**src/rtl/dmem_arbiter.sv**
```systemverilog
// dmem_arbiter
//   Shares one synchronous-read data RAM between the CPU load/store path and
//   a read-only peripheral port. The CPU has fixed priority, and a starvation
//   counter bounds how long the peripheral can wait. The RAM returns read data
//   one cycle after the address, so every read spends one extra cycle in a
//   data-return state. The arbiter only drives a new address from IDLE.
//
// Ports
//   clk, rst          single clock; synchronous active-high reset
//   cpu_req/we/addr/wdata   CPU access request (we=1 store, we=0 load)
//   cpu_rdata         load data, valid in the cycle cpu_stall falls
//   cpu_stall         freezes the core's PC and pipeline registers
//   per_req/addr      peripheral read request, held until per_rvalid
//   per_gnt           one-cycle pulse: peripheral address accepted
//   per_rvalid/rdata  one-cycle pulse with peripheral read data
//   mem_addr/we/wdata RAM command
//   mem_rdata         RAM read data, one cycle after mem_addr
module dmem_arbiter #(
    parameter int ADDR_W       = 32,
    parameter int DATA_W       = 32,
    parameter int STARVE_LIMIT = 4     // legal range 1..255
) (
    input  logic              clk,
    input  logic              rst,

    input  logic              cpu_req,
    input  logic              cpu_we,
    input  logic [ADDR_W-1:0] cpu_addr,
    input  logic [DATA_W-1:0] cpu_wdata,
    output logic [DATA_W-1:0] cpu_rdata,
    output logic              cpu_stall,

    input  logic              per_req,
    input  logic [ADDR_W-1:0] per_addr,
    output logic              per_gnt,
    output logic              per_rvalid,
    output logic [DATA_W-1:0] per_rdata,

    output logic [ADDR_W-1:0] mem_addr,
    output logic              mem_we,
    output logic [DATA_W-1:0] mem_wdata,
    input  logic [DATA_W-1:0] mem_rdata
);

    localparam logic [7:0] LIMIT = 8'(STARVE_LIMIT);

    typedef enum logic [1:0] {
        IDLE   = 2'd0,
        CPU_RD = 2'd1,
        PER_RD = 2'd2
    } state_t;

    state_t            state;
    state_t            state_nxt;
    logic [7:0]        starve_cnt;
    logic              per_win;
    logic              cpu_win;
    logic [DATA_W-1:0] cpu_rdata_q;
    logic [DATA_W-1:0] per_rdata_q;

    // Arbitration. The peripheral only overrides an active CPU request once
    // it has been pending for STARVE_LIMIT cycles.
    always_comb begin
        per_win = 1'b0;
        cpu_win = 1'b0;
        if (state == IDLE) begin
            per_win = per_req && (!cpu_req || (starve_cnt == LIMIT));
            cpu_win = cpu_req && !per_win;
        end
    end

    // State register
    always_ff @(posedge clk) begin
        if (rst) state <= IDLE;
        else     state <= state_nxt;
    end

    // Next state: stores complete in the issue cycle, reads need a return cycle.
    always_comb begin
        state_nxt = IDLE;
        case (state)
            IDLE: begin
                if (per_win)                 state_nxt = PER_RD;
                else if (cpu_win && !cpu_we) state_nxt = CPU_RD;
                else                         state_nxt = IDLE;
            end
            CPU_RD:  state_nxt = IDLE;
            PER_RD:  state_nxt = IDLE;
            default: state_nxt = IDLE;
        endcase
    end

    // Outputs. Every pulse, the stall and the write enable are forced low
    // while rst is high, so a reset in a return cycle drops that transfer.
    always_comb begin
        mem_addr   = cpu_addr;
        mem_wdata  = cpu_wdata;
        mem_we     = 1'b0;
        cpu_stall  = 1'b0;
        per_gnt    = 1'b0;
        per_rvalid = 1'b0;
        cpu_rdata  = cpu_rdata_q;
        per_rdata  = per_rdata_q;
        if (!rst) begin
            case (state)
                IDLE: begin
                    if (per_win) begin
                        mem_addr  = per_addr;
                        per_gnt   = 1'b1;
                        cpu_stall = cpu_req;
                    end else if (cpu_win) begin
                        mem_we    = cpu_we;
                        cpu_stall = !cpu_we;
                    end
                end
                CPU_RD: begin
                    // Load data bypasses the holding register in its valid cycle.
                    cpu_rdata = mem_rdata;
                end
                PER_RD: begin
                    per_rdata  = mem_rdata;
                    per_rvalid = 1'b1;
                    cpu_stall  = cpu_req;
                end
                default: ;
            endcase
        end
    end

    // Starvation counter: counts pending, ungranted peripheral cycles,
    // saturating at the limit; any grant or dropped request clears it.
    always_ff @(posedge clk) begin
        if (rst)
            starve_cnt <= '0;
        else if (!per_req || per_gnt)
            starve_cnt <= '0;
        else if (starve_cnt != LIMIT)
            starve_cnt <= starve_cnt + 8'd1;
    end

    // Read data holding registers keep the last returned value.
    always_ff @(posedge clk) begin
        if (rst) begin
            cpu_rdata_q <= '0;
            per_rdata_q <= '0;
        end else begin
            if (state == CPU_RD) cpu_rdata_q <= mem_rdata;
            if (state == PER_RD) per_rdata_q <= mem_rdata;
        end
    end

endmodule

```
**config.mk**
```make
export PLATFORM = sky130hd
export DESIGN_NAME = dmem_arbiter
export DESIGN_NICKNAME = d
export VERILOG_FILES = /design/src/rtl/dmem_arbiter.sv
export SDC_FILE = /design/constraint.sdc
export NUM_CORES = 1
export LEC_CHECK = 0
export CORE_MARGIN = 5
export CORE_UTILIZATION = 37
export CTS_CLUSTER_SIZE = 16
export DETAILED_ROUTE_END_ITERATION = 10
export PLACE_DENSITY = 0.81
export SYNTH_ARGS = -nofsm -noshare
export SYNTH_HDL_FRONTEND = slang
export SYNTH_SLANG_ARGS = --single-unit
```
**constraint.sdc**
```tcl
create_clock -name clk -period 2.94 [get_ports clk]
set_input_delay 0.294 -clock clk [delete_from_list [all_inputs] [get_ports clk]]
set_output_delay 0.294 -clock clk [all_outputs]
set_load 0.02 [all_outputs]
```
==> metrics.cfg, run 1 <==
[run_status]
status = finished clean

[clock_network]
tritoncts = built
htree_num_levels = 3
cts_hold_buf = 0
clockBufferDepth = 2
cts-root-buf = clkbuf_16
clk_pin_slew_worst_paths_ps = 50
cts_made_buffers = 9
clkLatencyLatePin_ps = 320
cts_sinks = 74

[yosys]
synth_cells = 479
ys_seq_area_frac = 0.353
synth_edf_count = 0
ys_types = 28
avgSynthCellArea_um2 = 8.77
synth-seq-cells = 74
synth_area_mm2 = 0.00420
synth_ff_type = dfxtp_1
syn-num-nets = 614
yosysWarnings = 0
ys_async_sr_fraction = 0

[drt]
vias = 3994
antenna_left = 0
drt_iter0_drc = 185
drc = 0
viasPerCell = 5.01
drt-total-wl_mm = 14.2
drt_pass1_iterations = 4
post_drt_wl_per_cell_um = 17.7

[critical_path]
critical-path-max-stage-delay_ps = 480
end_kind = output pin
cp_slowest_cell = or4b_4
crit_start = starve_cnt[0]
cp_cell_sequence = inv_4 > ha_4 > or4b_4 > o41ai_4 > nand3_4 > clkbuf_16 > mux2_4 > clkdlybuf4s15_1
arrival_ps = 2630
critPathRequiredTime_ps = 2650
cp_max_fo = 8
crit_family = simple AND/OR/NAND/NOR gates
timing.critical_path.buf_inv = 3
reg2reg_from = starve_cnt[0]
startpoint_type = flop
crit_type = reg2out

[global_routing]
grt_max_degree = 41
grt_usage = 0.197
grt_pass1_vias = 4181
grt_pass1_wl_mm = 21.3
antenna_found_initial = 0
gr-total-overflow = 0

[power_and_ir_drop]
power_frac_clock = 0.399
power.density_mw_per_mm2 = 430
vdd_ir_drop_max_mv = 0.339
combPwrFrac = 0.223
p_sw_frac = 0.255
internal_power_mw = 2.06
p_leak_nw = 2.59
power.net_switching_mw = 0.707
pwr-share-seq = 0.379

[die]
die_area_mm2 = 0.0136
start_util = 0.373
placeableCoreArea_mm2 = 0.0113
die_w_um = 117
io_pins = 265
num_rows = 39
die_h_um = 117

[finish]
nFillCells = 1033
drive_gt1_frac = 0.270
multi_input_area_mm2 = 0.00236
diodes = 0
final_common_cell = clkdlybuf4s50_1
regArea_mm2 = 0.00149
layout_common_cells = clkdlybuf4s50_1, nand2_1, dfxtp_1
area_delta_synth_final_pct = 53.5
nNetsFinal = 786

[timing]
fmax_ghz = 0.342
relSlewSlack = 0.593
clock_skew_ps = 4.44
whs_ps = 454
finalMaxSlewViolations = 0
tns_ps = 0
finalCritPeriodShare = 0.994
worstMarginPinSlew_ps = 608
setup_violations = 0
rsz0062_at_grt = yes
fin_crit_ps = 2920
finalWorstSetupSlack_ps = 16.8
hold_viol_final = 0

[worst_hold_path]
min_from = per_rdata_q[24]
hold_path.class = reg2reg

[placed_design]
portBuffers = 200
hpwlAfterDp_mm = 10.4
dp_slack_ps = 97.3
place.gp.congestion = 0.902

[run]
cap_viol_max_count = 0

-- registers in the layout, summed over array words and instances (netlist names) --
name	cells
cpu_rdata_q	32
per_rdata_q	32
state	2
starve_cnt	8
-- final timing paths --
| path | endpoint | slack, ps | cells after the start |
|---|---|---|---|
| min reg2reg | per_rdata_q[24] | 450 | 2 |
| max | mem_addr[22] | 20 | 8 |
| min | per_rdata_q[24] | 450 | 2 |
| max reg2reg | starve_cnt[0] | 920 | 6 |
-- per-layer routing --
metal,GRT usage,up-vias,wire length (µm)
li1,-,1927,-
met3,0.0528,23,919
met5,0,-,0
met4,0.0558,0,200
met2,0.348,154,7260
met1,0.234,1890,5780
-- Yosys cell counts, types with 3 or more instances --
master / number / share of area
nand2_1: 132 / 0.12
dfxtp_1: 74 / 0.35
mux2_2: 68 / 0.18
a21oi_1: 64 / 0.076
buf_4: 32 / 0.057
mux2_4: 28 / 0.10
clkbuf_1: 25 / 0.022
nor2_1: 10 / 0.0089
inv_1: 7 / 0.0063
nand3_1: 6 / 0.0071
xor2_1: 6 / 0.013
buf_6: 3 / 0.0080
o21ai_0: 3 / 0.0036
-- tightest hold or removal path: cells and delay by family, from the launching register on --
kind,cells,cell delay [ps]
flip-flops,1,300
AO/OA/AOI/OAI,1,50
AND/OR/NAND/NOR,1,50
-- power by group through the flow --
stage | Clock [mW] | Sequential (mW) | Combinational [mW]
finish | 1.10 | 1.05 | 0.617
global route | 1.16 | 1.05 | 0.655
CTS | 1.12 | 1.05 | 0.614
detailed placement | 0 | 1.07 | 0.630
global placement | 0 | 1.07 | 0.617
floorplan | 0 | 1.07 | 0.353
-- through the flow --
stage / util / power (mW) / cell area (µm²) / std cells
floorplan: - / 1.42 / 4200 / 479
global placement: 0.546 / 1.69 / 6160 / 775
detailed placement: 0.546 / 1.70 / 6160 / 775
CTS: 0.573 / 2.79 / 6450 / 791
global route: 0.572 / 2.87 / 6450 / 798
finish: 0.572 / 2.77 / 6450 / 798
-- kinds of logic after synthesis --
kind of cell    share of synthesized area
xor+xnor                           0.0125
buf+inv                            0.0956
fa+ha+maj                         0.00595
mux                                 0.282
simple gates                        0.154
flops                               0.353
compound gates                     0.0974
-- final cells by class --
class,count,share of cell area
repair buffers,223,0.325
inverters,7,0.00446
multi-input cells,336,0.365
well taps,143,0.0277
flip-flops and latches,74,0.230
clock inverters,4,0.00795
clock buffers,11,0.0392
-- repair_timing --
item	in CTS	in global routing
setup endpoints to repair	34	34
cloned	0	3
resized for setup	49	60
buffers inserted	1	4
Note: power is estimated with default switching activity, not from simulation.
==> run 2, diff against run 1 <==
HOLD_SLACK_MARGIN = 0.02   (was not set)
==> results of run 2 <==
Same layout as run 1: the final DEF is identical, and so are final timing and power.
